===== src/rtl/fetch_sequencer_if.sv =====
// Handshake bundle between fetch_sequencer, instruction memory and the execute datapath.
interface fetch_sequencer_if;
  logic        imem_req;
  logic        imem_ack;
  logic [31:0] imem_rdata;
  logic [31:0] instr;
  logic        instr_valid;
  logic        stall;
  logic        branch_taken;
  logic [2:0]  pc_control;
  logic        pc_we;
  logic [31:0] retired;
  logic        fetch_error;

  modport master (
    output imem_req, instr, instr_valid, pc_control, pc_we, retired, fetch_error,
    input  imem_ack, imem_rdata, stall, branch_taken
  );

  modport slave (
    input  imem_req, instr, instr_valid, pc_control, pc_we, retired, fetch_error,
    output imem_ack, imem_rdata, stall, branch_taken
  );
endinterface


===== src/rtl/fetch_sequencer.sv =====
// Multicycle fetch/execute/PC-update sequencer with registered (Moore) outputs.
// Define FETCH_TIMEOUT_EN to build the imem timeout counter and sticky ERROR state.
module fetch_sequencer #(
  parameter int unsigned IMEM_TIMEOUT = 255
) (
  input logic               clk,
  input logic               rst,
  fetch_sequencer_if.master bus
);

  if (IMEM_TIMEOUT < 1 || IMEM_TIMEOUT > 65535) begin : g_bad_timeout
    $error("IMEM_TIMEOUT out of range 1..65535");
  end

`ifdef FETCH_TIMEOUT_EN
  typedef enum logic [2:0] {IDLE, FETCH, EXEC, UPDATE, ERROR} state_t;
  // Count of ack-less FETCH cycles already seen; the limit hits on the cycle that would make it IMEM_TIMEOUT.
  localparam logic [15:0] TO_LAST = 16'(IMEM_TIMEOUT - 1);
  logic [15:0] cnt_q;
`else
  typedef enum logic [2:0] {IDLE, FETCH, EXEC, UPDATE} state_t;
`endif

  state_t      state_q;
  logic        imem_req_q;
  logic [31:0] instr_q;
  logic        instr_valid_q;
  logic [2:0]  pc_control_q;
  logic        pc_we_q;
  logic [31:0] retired_q;
  logic        fetch_error_q;

  function automatic logic [2:0] next_pc_class(input logic [31:0] ir, input logic bt);
    logic [2:0] cls;
    cls = 3'b000;
    unique case (ir[31:26])
      6'b000010, 6'b000011: cls = 3'b001;
      6'b000000:            if (ir[5:0] == 6'b001000 || ir[5:0] == 6'b001001) cls = 3'b010;
      6'b000100, 6'b000101: if (bt) cls = 3'b011;
      default:              cls = 3'b000;
    endcase
    return cls;
  endfunction

  always_ff @(posedge clk or posedge rst) begin
    if (rst) begin
      state_q       <= IDLE;
      imem_req_q    <= 1'b0;
      instr_q       <= '0;
      instr_valid_q <= 1'b0;
      pc_control_q  <= 3'b000;
      pc_we_q       <= 1'b0;
      retired_q     <= '0;
      fetch_error_q <= 1'b0;
`ifdef FETCH_TIMEOUT_EN
      cnt_q         <= '0;
`endif
    end else begin
      // UPDATE strobes are single-cycle by construction.
      pc_we_q      <= 1'b0;
      pc_control_q <= 3'b000;
      unique case (state_q)
        IDLE: begin
          state_q    <= FETCH;
          imem_req_q <= 1'b1;
`ifdef FETCH_TIMEOUT_EN
          cnt_q      <= '0;
`endif
        end
        FETCH: begin
          if (bus.imem_ack) begin
            state_q       <= EXEC;
            instr_q       <= bus.imem_rdata;
            imem_req_q    <= 1'b0;
            instr_valid_q <= 1'b1;
          end
`ifdef FETCH_TIMEOUT_EN
          else if (cnt_q == TO_LAST) begin
            state_q       <= ERROR;
            imem_req_q    <= 1'b0;
            fetch_error_q <= 1'b1;
          end else begin
            cnt_q <= cnt_q + 16'd1;
          end
`endif
        end
        EXEC: begin
          if (!bus.stall) begin
            state_q       <= UPDATE;
            instr_valid_q <= 1'b0;
            pc_we_q       <= 1'b1;
            pc_control_q  <= next_pc_class(instr_q, bus.branch_taken);
            retired_q     <= retired_q + 32'd1;
          end
        end
        UPDATE: begin
          state_q    <= FETCH;
          imem_req_q <= 1'b1;
`ifdef FETCH_TIMEOUT_EN
          cnt_q      <= '0;
`endif
        end
`ifdef FETCH_TIMEOUT_EN
        ERROR: state_q <= ERROR;
`endif
        default: state_q <= IDLE;
      endcase
    end
  end

  assign bus.imem_req    = imem_req_q;
  assign bus.instr       = instr_q;
  assign bus.instr_valid = instr_valid_q;
  assign bus.pc_control  = pc_control_q;
  assign bus.pc_we       = pc_we_q;
  assign bus.retired     = retired_q;
  assign bus.fetch_error = fetch_error_q;

endmodule


===== src/flat_wrapper.sv =====
// flat-port wrapper written by rule: the top's interface ports become plain ports
module fetch_sequencer_flat 
#(
  parameter int unsigned IMEM_TIMEOUT = 255
)
  (clk, rst, bus_imem_req, bus_instr, bus_instr_valid, bus_pc_control, bus_pc_we, bus_retired, bus_fetch_error, bus_imem_ack, bus_imem_rdata, bus_stall, bus_branch_taken);
  fetch_sequencer_if bus_i ();
  input logic clk;
  input logic rst;
  output wire logic [$bits(bus_i.imem_req)-1:0] bus_imem_req;
  output wire logic [$bits(bus_i.instr)-1:0] bus_instr;
  output wire logic [$bits(bus_i.instr_valid)-1:0] bus_instr_valid;
  output wire logic [$bits(bus_i.pc_control)-1:0] bus_pc_control;
  output wire logic [$bits(bus_i.pc_we)-1:0] bus_pc_we;
  output wire logic [$bits(bus_i.retired)-1:0] bus_retired;
  output wire logic [$bits(bus_i.fetch_error)-1:0] bus_fetch_error;
  input wire logic [$bits(bus_i.imem_ack)-1:0] bus_imem_ack;
  input wire logic [$bits(bus_i.imem_rdata)-1:0] bus_imem_rdata;
  input wire logic [$bits(bus_i.stall)-1:0] bus_stall;
  input wire logic [$bits(bus_i.branch_taken)-1:0] bus_branch_taken;
  assign bus_imem_req = bus_i.imem_req;
  assign bus_instr = bus_i.instr;
  assign bus_instr_valid = bus_i.instr_valid;
  assign bus_pc_control = bus_i.pc_control;
  assign bus_pc_we = bus_i.pc_we;
  assign bus_retired = bus_i.retired;
  assign bus_fetch_error = bus_i.fetch_error;
  assign bus_i.imem_ack = bus_imem_ack;
  assign bus_i.imem_rdata = bus_imem_rdata;
  assign bus_i.stall = bus_stall;
  assign bus_i.branch_taken = bus_branch_taken;
  fetch_sequencer #(.IMEM_TIMEOUT(IMEM_TIMEOUT)) u_core (.clk(clk), .rst(rst), .bus(bus_i));
endmodule

===== config.mk =====
export PLATFORM = sky130hd
export DESIGN_NAME = fetch_sequencer_flat
export DESIGN_NICKNAME = d
export VERILOG_FILES = /design/src/rtl/fetch_sequencer_if.sv /design/src/rtl/fetch_sequencer.sv /design/src/flat_wrapper.sv
export SDC_FILE = /design/constraint.sdc
export NUM_CORES = 1
export LEC_CHECK = 0
export BUFFER_PORTS_ARGS = -buffer_cell sky130_fd_sc_hd__buf_2
export CAP_MARGIN = 10
export CORE_ASPECT_RATIO = 1.4
export CORE_UTILIZATION = 45
export DETAILED_ROUTE_END_ITERATION = 6
export PLACE_DENSITY = 0.75
export SYNTH_ARGS = -nofsm -noshare
export SYNTH_HDL_FRONTEND = slang
export SYNTH_SLANG_ARGS = --single-unit
export TNS_END_PERCENT = 1

===== constraint.sdc =====
create_clock -name clk -period 4 [get_ports clk]
set_input_delay 0.4 -clock clk [delete_from_list [all_inputs] [get_ports clk]]
set_output_delay 0.4 -clock clk [all_outputs]
set_load 0.1 [all_outputs]

==> metrics.md <==
| Metric | Value |
|---|---|
| Worst-path maximum fanout | 8 |
| R2R Setup Slk | 2.10 ns |
| Synth Cell Area | 3000 µm² |
| Status | complete, but fails checks |
| # IOs | 108 |
| Reg-to-Reg Start | u_core.state_q[0] |
| GRT Total Usage | 0.185 |
| Routed WL per cell | 13.9 µm |
| Worst relative slew slack | 0.438 |
| CP startpoint | u_core.state_q[0] |
| Drt via density | 5.16 |
| Largest net degree at the start of global routing | 43 |
| Hold WC Path Type | in2async |
| Die Wd | 71.1 µm |
| Skew final | 0.00631 ns |
| Reg2reg path depth | 8 |
| Inst Count DP | 411 |
| GRT met2 Usage | 0.303 |
| Clk_lat worst skew | 0.34 ns |
| Initial DRC count | 70 |
| Total number of vias | 2200 |
| FF+latch area | 1780 µm² |
| CTS sink cnt | 71 |
| Area grow syn2layout | 26.8% |
| Synth Instances | 236 |
| Dpl hpwl | 4380 µm |
| Critical path cell sequence | inv_1 -> ha_1 -> nand2b_4 -> inv_2 -> and4_2 -> nand4_4 -> nor4_2 -> xor2_1 |
| Mean Syn Cell Area | 12.7 µm² |
| Final setup fails | 0 |
| Slowest stage delay, CP | 0.42 ns |
| CTS Buffer Depth | 2 |
| Antenna Nets Post-Route | 0 |
| Critical path startpoint category | register |
| H-tree depth | 3 |
| Global-route met3 utilization | 0.0716 |
| Global-route wire length before repair | 9910 µm |
| Yosys warns | 1 |
| Setup Crit Path Kind | reg2reg |
| Crit. End Element | register |
| Layout cells sized above 1 | 0.466 |
| DR pass1 iterations | 6 |
| Gpl congestion | 0.774 |
| DRT Wirelength | 5920 µm |
| GRT met1 Usage | 0.210 |
| Sequential area share after synthesis | 0.591 |
| Worst EP required | 4.27 ns |
| Starting density of the core | 0.474 |
| DR DRC count | 9 |
| CTS tree | built |
| Post-layout min period | 1.90 ns |
| Fin. max-slew vios | 0 |
| CTS buffer count | 9 |
| Count of different cell masters after synthesis | 32 |
| Final critical-path share of the clock period | 0.475 |
| Cell depth of the worst setup path | 8 |
| Final net count | 391 |
| Final setup TNS | 0 ns |
| Core ar. | 6340 µm² |
| Multi-input logic area | 1180 µm² |
| Bufs and invs on worst path | 2 |
| Die area | 7010 µm² |
| Most used routing layer | met2 |
| CP arrival | 2.17 ns |
| Die height | 98.7 µm |
| Final Hold Fails | 0 |
| Fmax | 526 MHz |
| CTS-repair resized insts | 0 |
| Worst slew pin tran | 0.841 ns |
| Postcts setup bufs | 0 |
| GR Overflow Total | 0 |
| Vias in the first global route | 2195 |
| RR Endpoint | u_core.bus.retired[31] |
| Hold buffer count at cts | 0 |
| Clk pin slew, worst setup/hold paths | 0.07 ns |
| Diodes inserted | 0 |
| Initial antenna violation count | 0 |
| Final std cells w/o fill | 426 |
| FILL cells | 507 |
| Synth Register Bits | 71 |
| Clk root buf | clkbuf_8 |
| Delay-heaviest family, CP | simple AND/OR/NAND/NOR gates |
| Crit path capture | u_core.bus.retired[31] |
| Max_cap viols | 0 |
| RSZ-0062 raised after global routing | no |
| IO buf count | 105 |
| Row count | 34 |
| Failing checks | design-rule violations |
| Slowest CP cell | dfrtp_1 |
## Yosys cell counts (all sizes together)
cell type	instances	share of area
buf	5	0.0087
conb	1	0.0012
nor2b	2	0.0042
o21ai	2	0.0033
a211oi	1	0.0025
ha	4	0.017
or4	1	0.0025
and3	4	0.010
and2	1	0.0021
nand2	19	0.024
nand4	10	0.028
mux2	33	0.12
and4	3	0.0092
nand2b	1	0.0046
nor4	2	0.0062
xnor2	20	0.058
nor3	5	0.012
a21oi	6	0.010
dfrtp	71	0.59
inv	6	0.0075
nand3	13	0.023
nor2	15	0.019
xor2	11	0.032
## stage by stage
step | setup WS (ns) | hold WS [ns] | instance area, µm² | util
2_1_floorplan | 1.79 | 0.521 | 3010 | -
3_3_place_gp | 2.15 | 0.457 | 3610 | 0.570
3_5_place_dp | 2.10 | 0.462 | 3610 | 0.570
4_1_cts | 2.08 | 0.248 | 3810 | 0.601
5_1_grt | 1.94 | 0.274 | 3810 | 0.601
6_report | 2.10 | 0.228 | 3810 | 0.601
## flip-flops by register name (all words and copies together) (netlist names)
register and flops:
u_core.bus.retired 32, u_core.bus.instr_valid 1, u_core.bus.pc_we 1, u_core.bus.imem_req 1
u_core.state_q 2, u_core.bus.pc_control 2, u_core.bus.instr 32
## layout by cell type (no fill, tap or decap), types with 8 or more instances in the layout
| cell type | instances |
|---|---|
| dfrtp_1 | 71 |
| nor2_1 | 15 |
| xor2_1 | 11 |
| buf_2 | 105 |
| mux2_2 | 33 |
| xnor2_1 | 20 |
| clkbuf_8 | 11 |
| nand4_1 | 8 |
| nand3_1 | 12 |
| nand2_1 | 19 |
## cells by family (layout without fill, tap and decap cells)
kind of cell               count (synthesis)  count (layout)  share of synthesized area
and+or+nand+nor                           76              76                      0.145
xor gates and xnor gates                  31              31                     0.0904
AOI/OAI and AO/OA                          9               9                     0.0158
DFF                                       71              71                      0.591
other                                      1               2                    0.00125
muxes                                     33              33                      0.124
buffers and inverters                     11             128                     0.0162
adders and majority gates                  4               4                     0.0167
## cell type report
cell class,instances,area share
inverters,6,0.00591
flip-flops and latches,71,0.466
repair buffers,107,0.142
well taps,72,0.0237
multi-input cells,155,0.310
clock inverters,4,0.0118
clock buffers,11,0.0398
## routing by layer
metal  up-vias  wire length, µm  part of all wire
met1      1055             2350              0.40
met5         -                0                 0
li1       1034                -                 -
met2        99             2870              0.48
met3        12              542             0.092
met4         0              159             0.027
## worst min path at each step
| stage | start | end | slack [ns] | cells after the start |
|---|---|---|---|---|
| after floorplan | u_core.state_q[1] | u_core.state_q[1] | 0.52 | 2 |
| after global routing | bus_imem_rdata[19] | u_core.bus.instr[19] | 0.27 | 2 |
| final | rst | u_core.bus.instr[23] | 0.23 | 2 |
| after detailed placement | u_core.bus.retired[31] | u_core.bus.retired[31] | 0.46 | 1 |
| after global placement | u_core.bus.retired[31] | u_core.bus.retired[31] | 0.46 | 1 |
| after CTS | rst | u_core.bus.instr[12] | 0.25 | 2 |
Power is left out: the tool's default activity adds up to more than one toggle a clock period on the data nets, which glitch-free logic cannot reach.
